## src/rtl/micro_control_unit.sv

```systemverilog
// Microprogrammed multicycle controller for the ARM-subset datapath: a 10-word
// control store, two Instr-indexed dispatch tables and an NZCV condition unit.
module micro_control_unit #(
  parameter int UPC_W = 4
) (
  input  logic             clk,
  input  logic             reset,
  input  logic [31:0]      Instr,
  input  logic [3:0]       ALUFlags,
  output logic             PCWrite,
  output logic             IRWrite,
  output logic             RegWrite,
  output logic             MemWrite,
  output logic             AdrSrc,
  output logic [1:0]       RegSrc,
  output logic [1:0]       ALUSrcA,
  output logic [1:0]       ALUSrcB,
  output logic [1:0]       ResultSrc,
  output logic [1:0]       ImmSrc,
  output logic [1:0]       ALUControl,
  output logic [UPC_W-1:0] uPC
);

  typedef enum logic [3:0] {
    S_FETCH    = 4'd0, S_DECODE = 4'd1, S_MEMADR = 4'd2, S_MEMREAD = 4'd3,
    S_MEMWB    = 4'd4, S_MEMWRITE = 4'd5, S_EXECR = 4'd6, S_EXECI = 4'd7,
    S_ALUWB    = 4'd8, S_BRANCH = 4'd9
  } state_e;

  typedef struct packed {
    logic       pc_update;
    logic       ir_write;
    logic       ureg_w;
    logic       umem_w;
    logic       branch;
    logic       alu_op;
    logic       adr_src;
    logic [1:0] alu_src_a;
    logic [1:0] alu_src_b;
    logic [1:0] result_src;
    logic [1:0] next_sel;
    state_e     next_adr;
  } uword_t;

  localparam logic [1:0] SEL_ADR   = 2'b00;
  localparam logic [1:0] SEL_D1    = 2'b01;
  localparam logic [1:0] SEL_D2    = 2'b10;
  localparam logic [1:0] SEL_FETCH = 2'b11;

  // Unencoded addresses fall to the default word: no enables, back to FETCH.
  function automatic uword_t rom(input state_e a);
    uword_t w;
    w          = '0;
    w.next_sel = SEL_FETCH;
    w.next_adr = S_FETCH;
    case (a)
      S_FETCH: begin
        w.ir_write = 1'b1; w.pc_update = 1'b1; w.alu_src_a = 2'b01;
        w.alu_src_b = 2'b10; w.result_src = 2'b10;
        w.next_sel = SEL_ADR; w.next_adr = S_DECODE;
      end
      S_DECODE: begin
        w.alu_src_a = 2'b01; w.alu_src_b = 2'b10; w.result_src = 2'b10;
        w.next_sel = SEL_D1;
      end
      S_MEMADR:   begin w.alu_src_b = 2'b01; w.next_sel = SEL_D2; end
      S_MEMREAD:  begin w.adr_src = 1'b1; w.next_sel = SEL_ADR; w.next_adr = S_MEMWB; end
      S_MEMWB:    begin w.result_src = 2'b01; w.ureg_w = 1'b1; end
      S_MEMWRITE: begin w.adr_src = 1'b1; w.umem_w = 1'b1; end
      S_EXECR:    begin w.alu_op = 1'b1; w.next_sel = SEL_ADR; w.next_adr = S_ALUWB; end
      S_EXECI: begin
        w.alu_op = 1'b1; w.alu_src_b = 2'b01;
        w.next_sel = SEL_ADR; w.next_adr = S_ALUWB;
      end
      S_ALUWB:    begin w.ureg_w = 1'b1; end
      S_BRANCH:   begin w.alu_src_b = 2'b01; w.result_src = 2'b10; w.branch = 1'b1; end
      default:    begin w.next_sel = SEL_FETCH; end
    endcase
    return w;
  endfunction

  function automatic logic cond_eval(input logic [3:0] cond, input logic [3:0] f);
    logic n, z, c, v, r;
    {n, z, c, v} = f;
    case (cond)
      4'b0000: r = z;
      4'b0001: r = ~z;
      4'b0010: r = c;
      4'b0011: r = ~c;
      4'b0100: r = n;
      4'b0101: r = ~n;
      4'b0110: r = v;
      4'b0111: r = ~v;
      4'b1000: r = c & ~z;
      4'b1001: r = ~c | z;
      4'b1010: r = ~(n ^ v);
      4'b1011: r = n ^ v;
      4'b1100: r = ~z & ~(n ^ v);
      4'b1101: r = z | (n ^ v);
      4'b1110: r = 1'b1;
      default: r = 1'b0;
    endcase
    return r;
  endfunction

  state_e     upc_q, upc_d;
  logic [3:0] flags_q, flags_d;
  logic       condex_q, condex_d;
  uword_t     uw_s;
  logic [1:0] op_s, flag_w_s, alu_dec_s;
  logic [3:0] cmd_s;
  logic       condex_s, no_write_s, in_exec_s, in_aluwb_s, cond_gate_s;
  logic       unused_instr_s;

  assign uw_s           = rom(upc_q);
  assign op_s           = Instr[27:26];
  assign cmd_s          = Instr[24:21];
  assign condex_s       = cond_eval(Instr[31:28], flags_q);
  assign in_exec_s      = (upc_q == S_EXECR) || (upc_q == S_EXECI);
  assign in_aluwb_s     = (upc_q == S_ALUWB);
  assign unused_instr_s = ^Instr[19:0];

  // ALU command decode; non-writing commands are flagged for ALUWB suppression.
  always_comb begin
    alu_dec_s  = 2'b00;
    no_write_s = 1'b0;
    case (cmd_s)
      4'b0100: alu_dec_s = 2'b00;
      4'b0010: alu_dec_s = 2'b01;
      4'b0000: alu_dec_s = 2'b10;
      4'b1100: alu_dec_s = 2'b11;
      4'b1010: begin alu_dec_s = 2'b01; no_write_s = 1'b1; end
      default: begin alu_dec_s = 2'b00; no_write_s = 1'b1; end
    endcase
    flag_w_s = {Instr[20], Instr[20] & ((cmd_s == 4'b0100) || (cmd_s == 4'b0010) ||
                                        (cmd_s == 4'b1010))};
  end

  // Micro-PC sequencing: explicit address, dispatch tables or return to FETCH.
  always_comb begin
    upc_d = S_FETCH;
    case (uw_s.next_sel)
      SEL_ADR: upc_d = uw_s.next_adr;
      SEL_D1: begin
        case (op_s)
          2'b00:   upc_d = Instr[25] ? S_EXECI : S_EXECR;
          2'b01:   upc_d = S_MEMADR;
          2'b10:   upc_d = S_BRANCH;
          default: upc_d = S_FETCH;
        endcase
      end
      SEL_D2:  upc_d = Instr[20] ? S_MEMREAD : S_MEMWRITE;
      default: upc_d = S_FETCH;
    endcase
  end

  // Flags load on the EXEC edge; CondEx is snapshotted there so ALUWB sees pre-update flags.
  always_comb begin
    flags_d  = flags_q;
    condex_d = condex_q;
    if (in_exec_s) begin
      condex_d = condex_s;
      if (condex_s && flag_w_s[1]) flags_d[3:2] = ALUFlags[3:2];
      else                         flags_d[3:2] = flags_q[3:2];
      if (condex_s && flag_w_s[0]) flags_d[1:0] = ALUFlags[1:0];
      else                         flags_d[1:0] = flags_q[1:0];
    end else begin
      condex_d = condex_q;
    end
  end

  // State registers.
  always_ff @(posedge clk or negedge reset) begin
    if (!reset) begin
      upc_q    <= S_FETCH;
      flags_q  <= 4'b0000;
      condex_q <= 1'b0;
    end else begin
      upc_q    <= upc_d;
      flags_q  <= flags_d;
      condex_q <= condex_d;
    end
  end

  assign cond_gate_s = in_aluwb_s ? condex_q : condex_s;

  assign PCWrite    = reset & (uw_s.pc_update | (uw_s.branch & condex_s));
  assign IRWrite    = reset & uw_s.ir_write;
  assign RegWrite   = reset & uw_s.ureg_w & cond_gate_s & ~(in_aluwb_s & no_write_s);
  assign MemWrite   = reset & uw_s.umem_w & condex_s;
  assign AdrSrc     = uw_s.adr_src;
  assign ALUSrcA    = uw_s.alu_src_a;
  assign ALUSrcB    = uw_s.alu_src_b;
  assign ResultSrc  = uw_s.result_src;
  assign ALUControl = uw_s.alu_op ? alu_dec_s : 2'b00;
  assign RegSrc     = {op_s == 2'b01, op_s == 2'b10};
  assign ImmSrc     = op_s;
  assign uPC        = UPC_W'(upc_q);

endmodule

```

## config.mk

```make
export PLATFORM = sky130hd
export DESIGN_NAME = micro_control_unit
export DESIGN_NICKNAME = d
export VERILOG_FILES = /design/src/rtl/micro_control_unit.sv
export SDC_FILE = /design/constraint.sdc
export NUM_CORES = 1
export LEC_CHECK = 0
export BUFFER_PORTS_ARGS = -buffer_cell sky130_fd_sc_hd__buf_2
export CAP_MARGIN = 20
export CORE_MARGIN = 2
export CORE_UTILIZATION = 40
export CTS_BUF_LIST = sky130_fd_sc_hd__clkbuf_16
export DETAILED_ROUTE_END_ITERATION = 8
export GPL_TIMING_DRIVEN = 0
export PLACE_DENSITY = 0.76
export SYNTH_ARGS = -nofsm -noshare
export SYNTH_HDL_FRONTEND = slang
export SYNTH_SLANG_ARGS = --single-unit
```

## constraint.sdc

```tcl
create_clock -name clk -period 5 [get_ports clk]
set_input_delay 1 -clock clk [delete_from_list [all_inputs] [get_ports clk]]
set_output_delay 1 -clock clk [all_outputs]
set_load 0.02 [all_outputs]
```

# Word level (Yosys, flattened, before mapping)

Cells that the tools add are included.

Output and inout port bits: 21
Input bits: 38
Word-level logic and storage cells: 98
Bits in registers: 9

Mux-type cells: 20
Reductions and logical operators: 21
Bitwise operators: 22
Equal/unequal tests: 31

Operators with widths:

| cell                 | count |
|---|---|
| $eq A4 B4 Y1 const B | 11 |
| $eq A4 B3 Y1 const B | 9 |
| $pmux W4 S3          | 3 |
| $eq A4 B2 Y1 const B | 5 |
| $pmux W1 S15         | 1 |
| $and A1 B1 Y1        | 12 |
| $logic_not A4 Y1     | 3 |
| $pmux W2 S3          | 2 |
| $reduce_or A2 Y1     | 5 |
| $mux W1              | 9 |
| $eq A4 B1 Y1 const B | 2 |
| $pmux W2 S2          | 2 |
| $reduce_or A4 Y1     | 2 |
| $not A1 Y1           | 6 |
| $reduce_or A3 Y1     | 2 |
| $eq A2 B1 Y1 const B | 2 |
| $eq A2 B2 Y1 const B | 2 |
| $logic_not A2 Y1     | 2 |
| $mux W2              | 2 |
| $reduce_and A2 Y1    | 2 |
| $logic_or A1 B1 Y1   | 3 |
| $mux W3              | 1 |
| $or A1 B1 Y1         | 3 |
| $logic_and A1 B1 Y1  | 2 |
| $xor A1 B1 Y1        | 1 |

# Depth between registers and ports, before layout

Gate-level depths: netlist of run 1.

Word-level depth: 7
Depth in mapped cells: 6
Gate-level depth less buffers: 5

# Worst setup path before layout of run 1

No wires, ideal clock.

Path type: in2out
Start point: in Instr[28]
End point: out RegWrite
Stages: 6
Path buffers: 1
Data required time: 4.000 ns
Path slack: 1.441 ns
Data arrival time: 2.559 ns
Cells stage by stage: buf_6 nand2b_4 o32ai_2 o311ai_4 and3_2 a221oi_1

Word-level cells in the longest chain between the ends: 5
Elaborated cells on any way between the ends: 19
Classes of those cells: 14 x eq/ne; 2 x mux; 2 x bitwise; 1 x reduce/logical

RTL lines:

| what                                 | line | RTL |
|---|---|---|
| start, declared                      | 8    | `input logic [31:0] Instr,` |
| $eq A4 B4 Y1 (tied with other cells) | 85   | `case (cond)` |
| $pmux W1 S15 *                       | 85   |  |
| $mux W1 *                            | 185  | `assign cond_gate_s = in_aluwb_s ? condex_q : condex_s;` |
| $and A1 B1 Y1 * (2 in a row)         | 189  | `assign RegWrite = reset & uw_s.ureg_w & cond_gate_s & ~(in_aluwb_s & no_write_s);` |
| end, declared                        | 12   | `output logic RegWrite,` |

Mark *: on every way between the ends. The rest lies on a longest branch, timed or not.

# Worst setup path in the final report of run 1

Start point: in Instr[30]
End point: out RegWrite

The elaborated chain is that of the path after synthesis.

==> results of run 1 <==
## worst max-delay path by stage
stage	endpoint	slack (ns)	start
6_report	RegWrite	1.41	Instr[30]
5_1_grt	RegWrite	1.31	Instr[31]
4_1_cts	RegWrite	1.41	Instr[30]
3_5_place_dp	RegWrite	1.41	Instr[30]
3_3_place_gp	RegWrite	1.47	Instr[30]
2_1_floorplan	RegWrite	1.44	Instr[28]
## where the power goes
part	leakage [µW]	total, µW	internal [µW]	switching [µW]
combinational	0.000419	328	127	201
clock	0.0000423	141	105	35.9
sequential	0.000117	132	101	31.2
total	0.000578	601	332	269
## critical path, delay by kind of cell
kind	cells	cell delay, ns
AO/OA/AOI/OAI	3	0.81
AND/OR/NAND/NOR	2	0.45
buffers and inverters	2	0.33
## state kept, by name, indices dropped and copies added, names as in the netlist
| name | flops |
|---|---|
| flags_q | 4 |
| uPC | 4 |
| condex_q | 1 |
## layout make-up
cell class	count	area [µm²]	area share [%]
Buffer	10	72.6	6.01
Clock buffer	3	75.1	6.22
Clock inverter	1	3.75	0.311
Inverter	4	15.0	1.24
Multi-Input combinational cell	83	601	49.7
Sequential cell	9	225	18.7
Tap cell	28	35.0	2.90
Timing Repair Buffer	36	180	14.9
## cell usage in the layout (no fill, tap or decap), types with 2 or more instances in the layout
| master | instances |
|---|---|
| a211oi_1 | 3 |
| a21oi_1 | 4 |
| and4bb_1 | 2 |
| buf_2 | 37 |
| buf_4 | 3 |
| buf_6 | 3 |
| clkbuf_1 | 3 |
| clkbuf_16 | 3 |
| dfrtp_1 | 9 |
| inv_1 | 5 |
| mux2_1 | 4 |
| nand2_1 | 7 |
| nand2b_1 | 5 |
| nand3_1 | 3 |
| nand3b_1 | 2 |
| nor2_1 | 11 |
| nor2b_1 | 2 |
| nor3_1 | 3 |
| nor3b_1 | 2 |
| o21ai_0 | 6 |
| o31ai_1 | 2 |
| o32ai_2 | 2 |
| xnor2_1 | 3 |
## per-layer routing
layer  vias to the layer above  global-route usage [%]  wire length, µm
met1                       417                    21.3             1010
met3                         4                    2.01              111
li1                        461                       -                -
met2                        31                    30.1             1010
met5                         -                       0                0
met4                         0                    7.89               25
## through the flow
stage / power [µW] / worst slack, ns / util (%)
2_1_floorplan: 366 / 1.44 / -
3_3_place_gp: 451 / 1.47 / 51.5
3_5_place_dp: 462 / 1.41 / 51.5
4_1_cts: 604 / 1.41 / 55.1
5_1_grt: 646 / 1.31 / 55.1
6_report: 601 / 1.41 / 55.1
## logic make-up (layout without fill, tap and decap cells)
logic type,Yosys count,count (layout),share of synthesized area [%]
buffers and inverters,14,54,9.59
other,1,1,0.411
AO/OA/AOI/OAI,27,27,25.1
multiplexers,5,5,6.03
XOR/XNOR,4,4,3.84
AND/OR/NAND/NOR,46,46,30.4
flip-flops,9,9,24.7
==> run metrics, run 1 <==
status=finished, final reports clean; Max H-tree Level=1; Fmax achieved=roughly 280 MHz; period utilisation layout=71.9%; distinct cell type count after synthesis=44; worst hold slack=roughly 0.5 ns; placement row count=17; leakage power=slightly below 0.0006 µW; CTS Hold Bufs=0; syn nets=around 140; Synth Flop Type=dfrtp_1; Crit path top cell by count=buf_2; hold worst-path end=condex_q; Hold WC Path Type=flip-flop to flip-flop; Die ar.=about 0.0027 mm²; EDFF count, synth=0; CTS tree=built; DR WL/cell=roughly 12 µm; RSZ-0062 raised after global routing=false; Critical Path Fanout Max=4; Power Density=~500 mW/mm²; yosys warns=0; R2R Setup Slk=3.10 ns; #FFs+latches synth=9; CP max-delay cell=o31ai_1; initial antenna violation count=0; Nets=approximately 190; Final HPWL DP=1670 µm; peak supply drop=0.000355 V; post-synthesis cell type with the largest combined area=dfrtp_1; syn_area_per_cell=8.62 µm²; CTS max path bufs=2; Worst Path Arrival=around 2.6 ns; most frequent cell after synthesis=nor2_1; Worst Path Required=around 4.0 ns; CP max stage delay=roughly 0.37 ns; Worst Hold Depth=2; Final Hold Violating Endpoints=0; total iterations of the first detailed-routing run=4; Post-CTS Setup Repair Bufs=0; first-pass GRT wire length=between 3000 and 4000 µm; largest net degree at the start of global routing=12; FFs w/ async S/R, synth=100%; Chip Height=between 50 and 60 µm; Starting DRT DRC Count=16; Synth-to-Final Area Change=32.2%; Final setup viols=0; capture point of the worst reg-to-reg path=flags_q[3]; DRC=0; Hold Startpoint=condex_q; I/O pin cnt=between 50 and 60; fill count=194; main area contributors after synthesis=dfrtp_1, mux2_1, nor2_1; layout cells sized above 1=between 30 and 40%; reg-to-reg critical path startpoint=flags_q[3]; Post-DRT Antenna Nets=0; vias=913; Final Non-Filler Cells=~170; Die X=roughly 52 µm; Crit Path Category=input pin to primary output; vias per inst=between 5 and 6; Startpoint Class=input pin; Min Clock Period, post-route=3.59 ns; TNS Setup=0 ns; GRT Total Usage=about 17%; Cell Chain, Critical Path=buf_2, and2_2, o31ai_1, o311ai_4, and3_2, a221oi_1, buf_2; vias in the first global route=~850; Final Max Tran Viols=0; total global routing overflow=0; most frequent cells after synthesis=nor2_1, dfrtp_1, nand2_1; total core area=between 0.002 and 0.0025 mm²; ant diodes=0; placed insts=between 150 and 200; Maximum Capacitance Violations=0; initial core utilization=approximately two fifths; Mapped Cells=106; CTS sink cnt=9; Post-CTS Resized=0; post-synth top area share=~25%; placement-stage cell area=between 0.001 and 0.0015 mm²; critical path endpoint category=primary output; register area share after synthesis=between 20% and 30%; cts bufs inserted=3; final instance area=0.00121 mm²; IO Port Bufs=36; Worst-Skew Late Latency=0.23 ns; reg2reg path depth=6; Clock Skews=between 0.004 and 0.005 ns; mapped cell area=just over 900 µm²; Final Wtd Congestion=0.751; root buffer cell=clkbuf_16; DRT Wirelength=roughly 2200 µm; Reg clk slew, reported paths=around 0.04 ns
(Power assumes the default switching activity.)
==> inputs of run 2 (changes only) <==
--- a/config.mk
+++ b/config.mk
@@ -5,10 +5,11 @@
 export SDC_FILE = /design/constraint.sdc
 export NUM_CORES = 1
 export LEC_CHECK = 0
+export ABC_AREA = 1
 export BUFFER_PORTS_ARGS = -buffer_cell sky130_fd_sc_hd__buf_2
 export CAP_MARGIN = 20
 export CORE_MARGIN = 2
-export CORE_UTILIZATION = 40
+export CORE_UTILIZATION = 37
 export CTS_BUF_LIST = sky130_fd_sc_hd__clkbuf_16
 export DETAILED_ROUTE_END_ITERATION = 8
 export GPL_TIMING_DRIVEN = 0
==> constraint.sdc (replaced) <==
create_clock -name clk -period 3.1 [get_ports clk]
set_input_delay 0.62 -clock clk [delete_from_list [all_inputs] [get_ports clk]]
set_output_delay 0.62 -clock clk [all_outputs]
set_load 0.02 [all_outputs]
==> run 2 against run 1 <==
  * Area after synthesis is 7.3% lower
  * Sequential share of layout area is 1.0 points higher
  * Non-clock buffer count is 5 lower
  * Die area is 0.23% higher
  * Critical endpoint is now PCWrite
  * Largest cell class unchanged
  * Core utilization is 2.8 points lower
  * Combinational power is 43% higher
  * Sequential power is 46% higher
==> run metrics, run 2 <==
status=finished, final reports clean; main area contributors after synthesis=dfrtp_1, nand2_1, inv_1; post-synth top area share=26.6% (+1.9 points); post-synthesis cell type with the largest combined area=dfrtp_1; CTS max path bufs=2 (unchanged); vias in the first global route=940 (+10%); initial core utilization=38.7% (-3.0 points); distinct cell type count after synthesis=24 (-45%); total iterations of the first detailed-routing run=4 (unchanged); most frequent cells in the layout=nand2_1, buf_2, inv_1, nor2_1, nand3_1; Die X=51.8 µm (+0.12%); Crit Path Category=input pin to primary output; initial antenna violation count=0 (unchanged); Critical Path Fanout Max=8 (+4); DR WL/cell=10.6 µm (-14%); placed insts=210 (+24%); EDFF count, synth=0 (unchanged); Synth-to-Final Area Change=35.3%; most frequent cells after synthesis=nand2_1, inv_1, nor2_1; Min Clock Period, post-route=about 2.4 ns; DRT Wirelength=2280 µm (+5.4%); total global routing overflow=0 (unchanged); syn_area_per_cell=5.84 µm² (-32%); CTS tree=built; Final setup viols=0 (unchanged); Comb pwr share=52.6% (-2.0 points); Final Wtd Congestion=0.874 (+16%); Nets=225 (+22%); I/O pin cnt=59 (unchanged); Switching Power=420 µW (+56%); Power Density=779 mW/mm² (+56%); Synth Flop Type=dfrtp_1; #FFs+latches synth=9 (unchanged); CTS Hold Bufs=0 (unchanged); syn nets=183 (+27%); critical path endpoint category=primary output; Final WS setup=0.690 ns (-0.717 ns); fill count=222 (+14%); Final Max Tran Viols=0 (unchanged); Sequential Power Share=21.7% (-0.3 points); pre-CTS WS=0.675 ns (-0.738 ns); layout cells sized above 1=27.4% (-12 points); placement row count=17 (unchanged); DRC=0 (unchanged); CTS sink cnt=9 (unchanged); register area share after synthesis=26.6% (+1.9 points); Starting DRT DRC Count=29 (+13); largest net degree at the start of global routing=12 (unchanged); period utilisation layout=77.7%; total core area=0.00219 mm² (unchanged); Die ar.=0.00269 mm² (+0.23%); IO Port Bufs=37 (+2.8%); Clk pwr share=25.8% (+2.4 points); Chip Height=51.8 µm (+0.12%); root buffer cell=clkbuf_16; FFs w/ async S/R, synth=100% (unchanged); cell internal pwr=473 µW (+42%); ant diodes=0 (unchanged); yosys warns=0 (unchanged); Fmax achieved=approximately 410 MHz; vias per inst=5.02 (-4.3%); GRT Total Usage=18.3% (+0.98 points); worst hold slack=0.241 ns (-0.257 ns); Final Non-Filler Cells=214 (+23%); cts bufs inserted=3 (unchanged); leakage power=0.000688 µW (+19%); peak supply drop=0.000663 V (+87%); Post-CTS Resized=0 (unchanged); Worst-Skew Late Latency=0.24 ns (about the same); Reg clk slew, reported paths=0.04 ns (about the same); Mapped Cells=145 (+37%); mapped cell area=847 µm² (-7.3%); vias=1,075 (+18%); most common cell after layout, fill and taps aside=nand2_1; Post-DRT Antenna Nets=0 (unchanged); Clock Skews=0.00298 ns (-0.00177 ns); Worst Path Arrival=1.79 ns (-0.80 ns); Switching Share=47.0% (+2.3 points); TNS Setup=0 ns (unchanged); first-pass GRT wire length=3750 µm (+5.4%); Startpoint Class=input pin; RSZ-0062 raised after global routing=false; Final Hold Violating Endpoints=0 (unchanged); Final HPWL DP=1860 µm (+11%); Post-CTS Setup Repair Bufs=0 (unchanged); Maximum Capacitance Violations=0 (unchanged); Worst Path Required=2.48 ns (-1.52 ns); Hold WC Path Type=input pin to async pin; Max H-tree Level=1 (unchanged); most frequent cell after synthesis=nand2_1
-- run 2: metrics by stage --
stage	area [µm²]	power [µW]	utilization (%)
floorplan	847	511	-
global placement	1070	644	48.7
detailed placement	1070	659	48.7
CTS	1150	891	52.3
global route	1150	950	52.3
finish	1150	893	52.3
-- run 2: power by group through the flow --
stage          Clock (µW)  Sequential, µW  Combinational, µW
2_1_floorplan           0             213                298
5_1_grt               235             199                516
3_3_place_gp            0             192                452
3_5_place_dp            0             194                465
6_report              230             193                469
4_1_cts               230             192                469
-- run 2: cell type report --
cell class	count	area [µm²]	area share [%]
Buffer	4	26.3	2.29
Clock buffer	3	75.1	6.55
Clock inverter	1	3.75	0.328
Inverter	24	90.1	7.86
Multi-Input combinational cell	108	505	44.1
Sequential cell	9	225	19.7
Tap cell	28	35.0	3.06
Timing Repair Buffer	37	185	16.2
-- run 2: path summary, 6_finish.rpt --
check                      startpoint    endpoint  cells past startpoint  slack (ns)
min in group clk             condex_q    condex_q                      2        0.49
hold / removal                  reset      uPC[0]                      1        0.24
setup reg to reg               uPC[2]  flags_q[0]                      7        1.67
hold reg to reg              condex_q    condex_q                      2        0.49
setup / recovery            Instr[29]     PCWrite                     12        0.69
max in group asynchronous       reset  flags_q[3]                      1        2.66
-- run 2: cells by family (layout without fill, tap and decap cells) --
logic type             Yosys count  after routing  synth area share [%]
AND/OR/NAND/NOR                 92             92                  48.2
buffers and inverters           28             69                  13.7
AO/OA/AOI/OAI                   15             15                  11.1
flip-flops                       9              9                  26.6
other                            1              1                 0.443
-- run 2: per-layer routing --
metal / wire length (µm) / share of wire, % / global-route usage [%] / vias up
met1: 949 / 42 / 20.5 / 482
li1: - / - / - / 548
met4: 52 / 2.3 / 10.1 / 0
met5: 0 / 0 / 0 / -
met3: 143 / 6.3 / 3.16 / 7
met2: 1130 / 50 / 32.5 / 38
-- run 2: critical path: stages --
cell,delay [ns]
buf_2,0.11
inv_1,0.06
nor2_1,0.18
nand3_1,0.09
nand2_1,0.08
nand2_1,0.04
nand2_1,0.08
nor2_2,0.06
nand2_4,0.10
nand2_1,0.08
o21ai_1,0.12
buf_2,0.17
==> inputs of run 3 (changes only) <==
--- a/config.mk
+++ b/config.mk
@@ -9,11 +9,11 @@
 export BUFFER_PORTS_ARGS = -buffer_cell sky130_fd_sc_hd__buf_2
 export CAP_MARGIN = 20
 export CORE_MARGIN = 2
-export CORE_UTILIZATION = 37
+export CORE_UTILIZATION = 40
 export CTS_BUF_LIST = sky130_fd_sc_hd__clkbuf_16
 export DETAILED_ROUTE_END_ITERATION = 8
 export GPL_TIMING_DRIVEN = 0
-export PLACE_DENSITY = 0.76
+export PLACE_DENSITY = 0.78
 export SYNTH_ARGS = -nofsm -noshare
 export SYNTH_HDL_FRONTEND = slang
 export SYNTH_SLANG_ARGS = --single-unit
==> constraint.sdc (replaced) <==
create_clock -name clk -period 2.45 [get_ports clk]
set_input_delay 0.49 -clock clk [delete_from_list [all_inputs] [get_ports clk]]
set_output_delay 0.49 -clock clk [all_outputs]
set_load 0.02 [all_outputs]
==> run 3 against run 2 <==
  * Sequential share of layout area barely moved
  * Highest routed layer unchanged
  * Non-clock buffer count did not move
  * Setup slack got worse by 0.46 ns
  * Wire length rose by 2.8%
==> run metrics, run 3 (synthesis gave the netlist of run 2 again) <==
initial core utilization=42.7% (+4.1 points); first-pass GRT wire length=3930 µm (+4.8%); DRT Wirelength=2340 µm (+2.8%); DRC=0 (unchanged); Register Area=225 µm² (unchanged); Post-DRT Antenna Nets=0 (unchanged); vias=1,077 (+0.19%); Maximum Capacitance Violations=0 (unchanged); Critical Path Fanout Max=8 (unchanged); Final Non-Filler Cells=213 (-0.47%); CTS max path bufs=2 (unchanged); Final Wtd Congestion=0.900 (+3.0%); multi-input logic area=505 µm² (unchanged); Crit Path Category=input pin to primary output; I/O pin cnt=59 (unchanged); most common cell after layout, fill and taps aside=nand2_1; RSZ-0062 raised after global routing=false; Nets=225 (unchanged); CTS tree=built; Post-CTS Setup Repair Bufs=0 (unchanged); GRT Total Usage=20.2% (+1.9 points); Final Max Tran Viols=0 (unchanged); CP delay by family, top=simple AND/OR/NAND/NOR gates; critical path endpoint category=primary output; initial antenna violation count=0 (unchanged); worst hold slack=0.117 ns (-0.124 ns); Min Clock Period, post-route=2.22 ns; Starting DRT DRC Count=34 (+17%); Buf/Inv on CP=3 (unchanged); Post-CTS Resized=0 (unchanged); Clock Skews=0.00162 ns (-0.00136 ns); Worst Path Required=1.96 ns (-0.52 ns); vias per inst=5.06 (+0.66%); Startpoint Class=input pin; Cell Chain, Critical Path=buf_2, inv_1, nor2_1, nand2_1, nand3_1, nand2_1, nand2_1, nor2_2, nand2_4, nand2_1, o21ai_1, buf_2; Crit path top cell by count=nand2_1; Max H-tree Level=1 (unchanged); fill count=199 (-10%); most frequent cells in the layout=nand2_1, buf_2, inv_1, nor2_1, nand3_1; largest net degree at the start of global routing=12 (unchanged); vias in the first global route=952 (+1.3%); ant diodes=0 (unchanged); Fmax achieved=about 450 MHz; Hold WC Path Type=input pin to async pin; placement row count=16 (-1); TNS Setup=0 ns (unchanged); total global routing overflow=0 (unchanged); placed insts=209 (-0.48%); Die ar.=0.00250 mm² (-6.9%); Worst-Skew Late Latency=0.23 ns (about the same); CTS sink cnt=9 (unchanged); period utilisation layout=slightly above 90%; DR WL/cell=11.0 µm (+3.3%); Chip Height=50.0 µm (-3.5%); Synth-to-Final Area Change=35.2%; total core area=0.00198 mm² (-9.5%); Final setup viols=0 (unchanged); Die X=50.0 µm (-3.5%); Final Hold Violating Endpoints=0 (unchanged); Final HPWL DP=1790 µm (-3.7%); CTS Hold Bufs=0 (unchanged); cts bufs inserted=3 (unchanged); IO Port Bufs=37 (unchanged); layout cells sized above 1=27.4% (unchanged); CP max stage delay=0.20 ns (+0.02 ns); root buffer cell=clkbuf_16; CP max-delay cell=nor2_1; Worst Path Arrival=1.73 ns (-0.06 ns); leakage power=0.000688 µW (unchanged); total iterations of the first detailed-routing run=4 (unchanged); Reg clk slew, reported paths=0.04 ns (about the same); Power Density=982 mW/mm² (+26%); peak supply drop=0.000892 V (+35%); Final Util=57.8% (+5.5 points); status=finished, final reports clean
[run 3: area by class of cell]
type                       instances  share of cell area (%)
inverter                          24                    7.87
clock inverter                     1                   0.328
tap                               27                    2.95
sequential                         9                    19.7
buffer                             4                    2.30
clock buffer                       3                    6.56
timing repair buffer              37                    16.2
multi-input combinational        108                    44.2
[run 3: path summary, 6_finish.rpt]
path	start	to	slack, ns	cells after the start
min	reset	flags_q[1]	0.12	1
max reg2reg	uPC[3]	flags_q[0]	1.00	6
max	Instr[29]	PCWrite	0.23	12
min reg2reg	condex_q	condex_q	0.49	2
min in group clk	condex_q	condex_q	0.49	2
max in group asynchronous	reset	uPC[2]	2.14	1
[run 3: routing by layer]
| layer | vias to the layer above | global-route usage, % | part of all wire (%) |
|---|---|---|---|
| met5 | - | 0 | 0 |
| met4 | 0 | 11.1 | 1.2 |
| met3 | 4 | 0.909 | 3.9 |
| met2 | 40 | 33.8 | 49 |
| met1 | 490 | 25.7 | 46 |
| li1 | 543 | - | - |
[run 3: per-stage QoR]
stage          setup WS [ns]  cell area (µm²)  power [µW]
6_report               0.227             1140        1120
5_1_grt               0.0516             1140        1200
3_5_place_dp           0.269             1070         830
3_3_place_gp           0.286             1070         816
4_1_cts                0.236             1140        1120
2_1_floorplan          0.518              847         647
[run 3: power breakdown]
| group | leakage (µW) | switching, µW | total [µW] | internal, µW |
|---|---|---|---|---|
| clock network | 0.0000423 | 70.3 | 283 | 213 |
| logic | 0.000527 | 408 | 595 | 187 |
| registers | 0.000118 | 48.8 | 246 | 197 |
| total | 0.000688 | 527 | 1120 | 598 |
